`src/rtl/fir_ctrl_pkg.sv`:
```
`default_nettype none
// +----------------------------------------------------------------------+
// | fir_ctrl_pkg                                                         |
// | Shared types and defaults for the FIR coefficient-bank controller.   |
// | Rev 1.0                                                              |
// +----------------------------------------------------------------------+
package fir_ctrl_pkg;

    localparam int FIR_NUM_COEFFS  = 64;
    localparam int FIR_COEFF_WIDTH = 16;

    typedef enum logic [1:0] {
        IDLE   = 2'd0,
        STREAM = 2'd1,
        ARMED  = 2'd2
    } ctrl_state_e;

    typedef logic [FIR_NUM_COEFFS-1:0][FIR_COEFF_WIDTH-1:0] coeff_bank_t;

endpackage
`default_nettype wire

```
`src/rtl/coeff_bank.sv`:
```
`default_nettype none
// +----------------------------------------------------------------------+
// | coeff_bank                                                           |
// | Tap register array with random-access write and full parallel load.  |
// | Rev 1.0                                                              |
// +----------------------------------------------------------------------+
module coeff_bank
    import fir_ctrl_pkg::*;
#(
    parameter int NUM_COEFFS  = FIR_NUM_COEFFS,
    parameter int COEFF_WIDTH = FIR_COEFF_WIDTH,
    parameter int ADDR_WIDTH  = $clog2(NUM_COEFFS),
    parameter int RESET_TAP0  = 1
) (
    input  logic                                   clk,
    input  logic                                   rst,
    input  logic                                   i_wr_en,
    input  logic [ADDR_WIDTH-1:0]                  i_wr_addr,
    input  logic [COEFF_WIDTH-1:0]                 i_wr_data,
    input  logic                                   i_load_en,
    input  logic [NUM_COEFFS-1:0][COEFF_WIDTH-1:0] i_load_data,
    output logic [NUM_COEFFS-1:0][COEFF_WIDTH-1:0] o_rd_data
);

    for (genvar g = 0; g < NUM_COEFFS; g++) begin : g_tap
        localparam logic [COEFF_WIDTH-1:0] c_reset_val =
            (g == 0) ? COEFF_WIDTH'(RESET_TAP0) : '0;

        logic [COEFF_WIDTH-1:0] r_tap;

        // Out-of-range addresses never match any tap index, so they are dropped.
        always_ff @(posedge clk) begin
            if (rst) begin
                r_tap <= c_reset_val;
            end else if (i_load_en) begin
                r_tap <= i_load_data[g];
            end else if (i_wr_en && (i_wr_addr == ADDR_WIDTH'(g))) begin
                r_tap <= i_wr_data;
            end
        end

        assign o_rd_data[g] = r_tap;
    end

endmodule
`default_nettype wire

```
`src/rtl/fir_coeff_ctrl.sv`:
```
`default_nettype none
// +----------------------------------------------------------------------+
// | fir_coeff_ctrl                                                       |
// | Shadow/active coefficient banks with sample-aligned swap for the FIR.|
// | Rev 1.0                                                              |
// +----------------------------------------------------------------------+
module fir_coeff_ctrl
    import fir_ctrl_pkg::*;
#(
    parameter int NUM_COEFFS    = FIR_NUM_COEFFS,
    parameter int COEFF_WIDTH   = FIR_COEFF_WIDTH,
    parameter int ADDR_WIDTH    = $clog2(NUM_COEFFS),
    parameter int RESET_TAP0    = 1,
    parameter int FLUSH_ON_SWAP = 0
) (
    input  logic                                   clk,
    input  logic                                   rst,
    input  logic                                   wr_en,
    input  logic [ADDR_WIDTH-1:0]                  wr_addr,
    input  logic [COEFF_WIDTH-1:0]                 wr_data,
    input  logic                                   load_start,
    input  logic [COEFF_WIDTH-1:0]                 stream_data,
    input  logic                                   stream_valid,
    output logic                                   stream_ready,
    input  logic                                   commit,
    input  logic                                   sample_strobe,
    output logic [NUM_COEFFS-1:0][COEFF_WIDTH-1:0] coeffs_out,
    output logic                                   busy,
    output logic                                   swap_done,
    output logic                                   fir_flush
);

    localparam logic [ADDR_WIDTH-1:0] c_last_tap = ADDR_WIDTH'(NUM_COEFFS - 1);

    ctrl_state_e                            r_state;
    ctrl_state_e                            w_next_state;
    logic [ADDR_WIDTH-1:0]                  r_count;
    logic                                   r_swap_done;
    logic                                   w_host_we;
    logic                                   w_stream_we;
    logic                                   w_swap;
    logic                                   w_shadow_we;
    logic [ADDR_WIDTH-1:0]                  w_shadow_addr;
    logic [COEFF_WIDTH-1:0]                 w_shadow_data;
    logic [NUM_COEFFS-1:0][COEFF_WIDTH-1:0] w_shadow_q;

    always_ff @(posedge clk) begin
        if (rst) begin
            r_state <= IDLE;
        end else begin
            r_state <= w_next_state;
        end
    end

    always_comb begin
        w_next_state = r_state;
        case (r_state)
            IDLE: begin
                if (load_start) begin
                    w_next_state = STREAM;
                end else if (commit) begin
                    w_next_state = ARMED;
                end
            end
            STREAM: begin
                if (stream_valid && (r_count == c_last_tap)) begin
                    w_next_state = IDLE;
                end
            end
            ARMED: begin
                if (sample_strobe) begin
                    w_next_state = IDLE;
                end
            end
            default: w_next_state = IDLE;
        endcase
    end

    always_comb begin
        stream_ready = (r_state == STREAM);
        busy         = (r_state != IDLE);
        w_host_we    = (r_state == IDLE) && wr_en;
        w_stream_we  = (r_state == STREAM) && stream_valid;
        w_swap       = (r_state == ARMED) && sample_strobe;
    end

    always_ff @(posedge clk) begin
        if (rst) begin
            r_count <= '0;
        end else if ((r_state == IDLE) && load_start) begin
            r_count <= '0;
        end else if (w_stream_we) begin
            r_count <= r_count + ADDR_WIDTH'(1);
        end
    end

    always_ff @(posedge clk) begin
        if (rst) begin
            r_swap_done <= 1'b0;
        end else begin
            r_swap_done <= w_swap;
        end
    end

    // Stream and host writes are mutually exclusive by state, so a plain mux suffices.
    assign w_shadow_we   = w_host_we || w_stream_we;
    assign w_shadow_addr = w_stream_we ? r_count : wr_addr;
    assign w_shadow_data = w_stream_we ? stream_data : wr_data;

    coeff_bank #(
        .NUM_COEFFS  (NUM_COEFFS),
        .COEFF_WIDTH (COEFF_WIDTH),
        .ADDR_WIDTH  (ADDR_WIDTH),
        .RESET_TAP0  (RESET_TAP0)
    ) u_shadow (
        .clk         (clk),
        .rst         (rst),
        .i_wr_en     (w_shadow_we),
        .i_wr_addr   (w_shadow_addr),
        .i_wr_data   (w_shadow_data),
        .i_load_en   (1'b0),
        .i_load_data ('0),
        .o_rd_data   (w_shadow_q)
    );

    coeff_bank #(
        .NUM_COEFFS  (NUM_COEFFS),
        .COEFF_WIDTH (COEFF_WIDTH),
        .ADDR_WIDTH  (ADDR_WIDTH),
        .RESET_TAP0  (RESET_TAP0)
    ) u_active (
        .clk         (clk),
        .rst         (rst),
        .i_wr_en     (1'b0),
        .i_wr_addr   ('0),
        .i_wr_data   ('0),
        .i_load_en   (w_swap),
        .i_load_data (w_shadow_q),
        .o_rd_data   (coeffs_out)
    );

    assign swap_done = r_swap_done;

    if (FLUSH_ON_SWAP != 0) begin : g_flush
        assign fir_flush = r_swap_done;
    end else begin : g_no_flush
        assign fir_flush = 1'b0;
    end

endmodule
`default_nettype wire

```
`config.mk`:
```
export PLATFORM = sky130hd
export DESIGN_NAME = fir_coeff_ctrl
export DESIGN_NICKNAME = d
export VERILOG_FILES = /design/src/rtl/fir_ctrl_pkg.sv /design/src/rtl/coeff_bank.sv /design/src/rtl/fir_coeff_ctrl.sv
export SDC_FILE = /design/constraint.sdc
export NUM_CORES = 2
export LEC_CHECK = 0
export BUFFER_PORTS_ARGS = -buffer_cell sky130_fd_sc_hd__buf_2
export CAP_MARGIN = 20
export CORE_ASPECT_RATIO = 0.7
export CORE_MARGIN = 5
export CORE_UTILIZATION = 30
export DETAILED_ROUTE_END_ITERATION = 16
export PLACE_DENSITY = 0.57
export SYNTH_ARGS = -nofsm -noshare
export SYNTH_HDL_FRONTEND = slang
export SYNTH_HIERARCHICAL = 1
export SYNTH_SLANG_ARGS = --single-unit
```
`constraint.sdc`:
```
create_clock -name clk -period 4.95 [get_ports clk]
set_input_delay 1.485 -clock clk [delete_from_list [all_inputs] [get_ports clk]]
set_output_delay 1.485 -clock clk [all_outputs]
set_load 0.01 [all_outputs]
```
After elaboration in Yosys (flattened, before gate mapping) --
Index checks and enable logic that the tools add are counted.
Storage, ports and cells: logic and storage cells 283, register bits after elaboration 2057, input port bits 45, output and inout port bits 1028
Cells by class: $add $sub $neg 1, muxes and demuxes 7, reductions and logical operators 75, equal/unequal tests 69
Operators with widths (number):
- equality test 6 bit, second input constant | 33
- equality test 6 x 5 -> 1 bit, second input constant | 16
- logical AND 1 bit | 69
- equality test 6 x 4 -> 1 bit, second input constant | 8
- equality test 6 x 3 -> 1 bit, second input constant | 4
- 2-to-1 mux 16 bit | 1
- equality test 6 x 2 -> 1 bit, second input constant | 2
- 2-to-1 mux 2 bit | 4
- adder 6 x 1 -> 6 bit, second input constant | 1
- equality test 6 x 1 -> 1 bit, second input constant | 1
- logical NOT 6 bit | 1
- 2-to-1 mux 6 bit | 1
- case mux 2 bit (3 select lines) | 1
- inequality test 3 bit, second input constant | 1
- AND reduction 3 bit | 1
- equality test 2 x 1 -> 1 bit, second input constant | 1
- equality test 2 bit, second input constant | 1
- logical NOT 2 bit | 1
- inequality test 2 x 1 -> 1 bit, second input constant | 1
- inequality test 2 bit, second input constant | 1
- nonzero test 2 bit | 1
- OR reduction 2 bit | 1
- logical OR 1 bit | 1

Logic depth before layout (Yosys ltp) --
depth after elaboration 5, depth in mapped cells 10, mapped depth without buffers 6

Cells and area by module --
Netlist, hierarchy kept.
Modules (own cells, without submodules):
- coeff_bank | sequential area each 20499.7 µm², cells an instance 4964, area each 46229.3 µm², instances 2
- fir_coeff_ctrl | sequential area each 180.2 µm², cells an instance 73, area each 794.5 µm², instances 1

Worst setup path before layout --
Ideal clock, no wire load.
path kind input port to flip-flop, start point input stream_valid, end point register u_shadow.g_tap[7].r_tap[10], slack 1.588 ns, setup time 0.138 ns, data required time 4.812 ns, buffers on the path 4, cell stages on the path 9, arrival 3.225 ns, cells stage by stage nand3b_4 buf_8 mux2_4 nor3b_1 buf_2 buf_2 a21o_1 clkbuf_1 a211oi_1
Between the ends: word-level cells in the longest chain between the ends 4, elaborated cells between the ends (all ways) 6, classes of those cells eq/ne: 1; mux: 2; reduce/logical: 3
RTL lines:
- start, declared | line fir_coeff_ctrl.sv:23 | input logic stream_valid,
- logical AND 1 bit | line fir_coeff_ctrl.sv:83 | w_stream_we = (r_state == STREAM) && stream_valid;
- 2-to-1 mux 6 bit | line fir_coeff_ctrl.sv:107 | assign w_shadow_addr = w_stream_we ? r_count : wr_addr;
- named net w_shadow_addr[4] | line fir_coeff_ctrl.sv:43 | logic [ADDR_WIDTH-1:0] w_shadow_addr;
- equality test 6 x 3 -> 1 bit | line coeff_bank.sv:37 | end else if (i_wr_en && (i_wr_addr == ADDR_WIDTH'(g))) begin
- logical AND 1 bit | line coeff_bank.sv:37
- end signal, assigned | line coeff_bank.sv:34 | r_tap <= c_reset_val;
- end signal, assigned | line coeff_bank.sv:36 | r_tap <= i_load_data[g];
- end signal, assigned | line coeff_bank.sv:38 | r_tap <= i_wr_data;
- end, declared | line coeff_bank.sv:29 | logic [COEFF_WIDTH-1:0] r_tap;
The timed path passes the listed nets, and every way through them passes these cells. A chain may end at the register's enable or synchronous reset.

Worst setup path after layout --
start point register r_state[0], end point register u_shadow.g_tap[54].r_tap[1]
Between the ends: word-level cells in the longest chain between the ends 5, elaborated cells between the ends (all ways) 9, classes of those cells eq/ne: 2; mux: 2; reduce/logical: 5
RTL lines:
- start, declared | line fir_coeff_ctrl.sv:35 | ctrl_state_e r_state;
- start signal, assigned | line fir_coeff_ctrl.sv:51 | r_state <= w_next_state;
- equality test 2 x 1 -> 1 bit | line fir_coeff_ctrl.sv:83
- logical AND 1 bit | line fir_coeff_ctrl.sv:83
- 2-to-1 mux 6 bit | line fir_coeff_ctrl.sv:107
- named net w_shadow_addr[2] | line fir_coeff_ctrl.sv:43
- equality test 6 bit | line coeff_bank.sv:37
- logical AND 1 bit | line coeff_bank.sv:37
- end signal, assigned | line coeff_bank.sv:34
- end signal, assigned | line coeff_bank.sv:36
- end signal, assigned | line coeff_bank.sv:38
- end, declared | line coeff_bank.sv:29
The timed path passes the listed nets, and every way through them passes these cells.

==> qor.json <==
{
  "setup_path": {
    "timing.critical_path.to": "u_shadow/g_tap[54].r_tap[1]",
    "critPathBufInv": 1,
    "timing.critical_path.from_type": "register",
    "crit_required_ps": 5670,
    "worst_setup_path_end_kind": "register",
    "timing.reg2reg.setup_slack_ps": 1400,
    "worst-path-stages": 6,
    "dominant_delay_contributor_by_cell_family_on_the_critical_path": "simple AND/OR/NAND/NOR gates",
    "timing.rr.start": "r_state[0]",
    "crit_start": "r_state[0]",
    "maximum_net_fanout_on_the_critical_path": 16,
    "crit_path_max_incr_delay_ps": 680,
    "critical_path.reg2reg.endpoint": "u_shadow/g_tap[54].r_tap[1]",
    "critPathSlowestCell": "dfxtp_1",
    "worst_setup_path_category": "register to register",
    "critical_path_arrival_ps": 4260,
    "timing.reg2reg.worst_path_depth": 6,
    "cp_cell_sequence": "nand3b_4 -> mux2_2 -> and4bb_4 -> buf_12 -> a21o_1 -> a211oi_1"
  },
  "synth": {
    "largest_family_of_logic_cells_by_synthesized_area": "compound AO/OA/AOI/OAI gates",
    "synth.ff_latch_count": 2057,
    "post_synth.cell_area_avg_um2": 9.32,
    "number_of_enable_type_register_cells_in_the_synthesized_netlist": 0,
    "synth_simple_gate_area_share_pct": 1.05,
    "postSynthCellCount": 10000,
    "synth.yosys.seq_area_share_pct": 44.2,
    "fraction_of_the_mapped_netlist_area_in_adder_cells_pct": 0.0134,
    "yosys_warnings": 6,
    "mappedNetlistArea_um2": 93300,
    "synth-compound-area-share_pct": 46.5,
    "yosys_most_used_dff": "dfxtp_1",
    "asyncSetResetFlopFracSynth_pct": 0,
    "post_synth_num_cell_types": 41,
    "muxShareOfSynthArea_pct": 0.366,
    "post_synth_xor_area_fraction_pct": 0.0188
  },
  "placed_design": {
    "globalplace.congestion": 0.832,
    "place.port_buffers": 1071,
    "numPlacedInstances": 15100,
    "post-dp-hpwl_um": 265000,
    "detailedPlace.worstSlack_ps": 504
  },
  "clocking": {
    "cts_root_buffer": "clkbuf_16",
    "cts.sinks": 2057,
    "path_clk_slew_ps": 70,
    "cts-htree-levels": 4,
    "post_cts_setup_buffer_count": 0,
    "ctsResizeCount": 0,
    "tritoncts": "yes",
    "tritoncts.num_buffers": 217,
    "cts.path.max_buffers": 4,
    "cts_hold_repair_buffers": 0,
    "clk-insertion-delay-late_ps": 910
  },
  "layout": {
    "layout.area.seq_um2": 41200,
    "postLayoutCoreUtil_pct": 36.1,
    "multi_input_comb_area_um2": 49000,
    "final_layout_size_suffix_gt1_share_pct": 18.4,
    "finalNetCount": 11200,
    "fillerInstances": 31800,
    "area_growth_pct": 19.8,
    "instances_no_fill": 15500
  },
  "sta": {
    "setup_ws_ps": 1400,
    "worst_slew_margin_rel_pct": -805,
    "clock-skew-final_ps": 95.5,
    "final-hold-violation-count": 0,
    "drv_slew": 3126,
    "setup-violations-final": 0,
    "timing_worst_slew_pin_value_ps": 13550,
    "clock.fmax_ghz": 0.282,
    "layout_min_cycle_time_ps": 3550,
    "fin_tns_setup_ps": 0,
    "rsz0062_at_grt": "false",
    "share_of_the_cycle_needed_by_the_critical_path_after_routing_pct": 71.7
  },
  "grt": {
    "initial_antenna_violation_count": 25,
    "number_of_global_route_vias_before_repair": 84500,
    "pin_count_of_the_biggest_net_entering_global_routing": 1640,
    "grtUsageTotal_pct": 26.2,
    "grt_first_pass_wirelength_um": 639000,
    "overflow_left_after_global_routing": 0
  },
  "detailed_routing": {
    "dr.first_iter.drc_count": 12300,
    "ant_nets": 0,
    "via_count": 91500,
    "drt-pass1-iter-count": 5,
    "route.detailed.drc": 0,
    "drt-total-wl_um": 454000,
    "routed_via_density": 5.91,
    "drt-wirelength-per-cell_um": 29.3
  },
  "power_and_ir_drop": {
    "power.ir.vdd_worst_uv": 269,
    "pwr_density_cell_nw_per_um2": 375,
    "power.leakage_nw": 40.9
  },
  "floorplan": {
    "rows": 171,
    "effective_utilization_at_floorplan_pct": 30.1,
    "floorplan.io_pins": 1073,
    "die_height_um": 476,
    "die_width_um": 676,
    "design.core.area_um2": 310000,
    "floorplan.die_area_um2": 322000
  },
  "outcome": {
    "status": "finished, violations left",
    "violations_in_the_final_reports": "max-slew violations"
  },
  "flow_run": {
    "timing.max_cap.violations": 0
  },
  "min_path": {
    "holdCritPathClass": "register to register"
  }
}
[sequential cells by signal, indices dropped and copies added (netlist names)]
name	cells
u_active/g_tap.r_tap	1024
u_shadow/g_tap.r_tap	1024
r_count	6
r_state	2
swap_done	1
[synth_stat cells, types with 2 or more instances]
master / number / area share, %
buf_6: 112 / 1.4
a21o_1: 129 / 1.0
nor4bb_4: 6 / 0.16
a21oi_1: 2050 / 11
and4bb_2: 6 / 0.081
nor3_1: 2 / 0.011
nor2_1: 6 / 0.024
nor3b_1: 4 / 0.032
or3_1: 3 / 0.020
nor4b_4: 8 / 0.20
clkbuf_1: 1024 / 4.1
and3b_1: 4 / 0.038
mux2_2: 5 / 0.060
xor2_1: 2 / 0.019
a211oi_2: 280 / 3.8
a211oi_1: 3814 / 31
nand2_1: 4 / 0.016
inv_1: 2 / 0.0081
buf_1: 68 / 0.27
buf_4: 72 / 0.58
nor2b_1: 33 / 0.22
dfxtp_1: 2057 / 44
and3_1: 2 / 0.013
and4b_1: 8 / 0.086
mux2_4: 17 / 0.27
o21ai_0: 3 / 0.016
mux2i_1: 3 / 0.032
and4_1: 2 / 0.019
nor4_4: 2 / 0.046
buf_2: 254 / 1.4
buf_8: 9 / 0.14
[metal layers]
layer	routed length [µm]	track usage, %	vias to the layer above
met3	38700	5.02	736
met4	17900	9.55	12
met1	208000	38.8	45300
met2	189000	37.4	4494
li1	-	-	40900
met5	81	0	-
[stage by stage]
| stage | hold WS (ps) | area, µm² | power (W) |
|---|---|---|---|
| 6_report | 498 | 112000 | 0.0419 |
| 5_1_grt | 548 | 112000 | 0.0429 |
| 4_1_cts | 499 | 112000 | 0.0409 |
| 3_5_place_dp | 496 | 104000 | 0.0237 |
| 3_3_place_gp | 493 | 104000 | 0.0236 |
| 2_1_floorplan | 469 | 97300 | 0.0219 |
[cells by family after synthesis]
group / count (synthesis)
AO/OA/AOI/OAI: 6277
XOR/XNOR: 2
adder cells (fa/ha/maj): 1
buffers and inverters: 1542
flip-flops: 2057
multiplexers: 25
other: 1
AND/OR/NAND/NOR: 96
[power breakdown]
part / switching, W / internal (W) / total, W
Clock: 0.00746 / 0.00993 / 0.0174
Sequential: 0.000646 / 0.0175 / 0.0181
Combinational: 0.00412 / 0.00225 / 0.00637
[cell type report]
| class | count | area share (%) |
|---|---|---|
| antenna | 9 | 0.0202 |
| clock buffer | 303 | 5.53 |
| clock inverter | 84 | 1.04 |
| inverter | 2 | 0.00672 |
| multi-input combinational | 7485 | 43.8 |
| sequential | 2057 | 36.9 |
| tap | 4152 | 4.65 |
| timing repair buffer | 1380 | 8.05 |
[cells in the final DEF (no fill, tap or decap), types with 4 or more instances in the layout]
master and count:
a211oi_1 3814, dfxtp_1 2057, a21oi_1 2050, conb_1 1084
buf_2 1070, a211oi_2 280, clkbuf_16 217, buf_4 205
a21o_1 129, buf_12 105, clkbuf_1 43, clkbuf_8 43
clkinv_2 35, bufinv_16 23, mux2_4 17, nor2b_1 17
nor2b_4 16, diode_2 9, clkinvlp_4 8, nor4b_4 8
nor2_1 6, clkinv_4 6, nor4bb_4 6, mux2_2 5
nand2_1 4, inv_8 4, and4b_1 4, and4b_4 4
[worst register-to-register path, delay by kind of cell (launching register included)]
family | cells | cell delay [ps]
compound gates | 2 | 760
mux | 1 | 690
flops | 1 | 680
buf+inv | 1 | 210
simple gates | 2 | 1080
[how the worst min path moves through the flow]
stage,cells past startpoint,start,slack (ps),endpoint
floorplan,2,r_count[5],470,r_count[5]
global placement,2,r_count[5],490,r_count[5]
CTS,2,u_shadow/g_tap[27].r_tap[11],500,u_active/g_tap[27].r_tap[11]
detailed placement,2,r_count[5],500,r_count[5]
finish,2,u_shadow/g_tap[27].r_tap[11],500,u_active/g_tap[27].r_tap[11]
global route,2,u_shadow/g_tap[27].r_tap[11],550,u_active/g_tap[27].r_tap[11]
(Power assumes the default switching activity.)
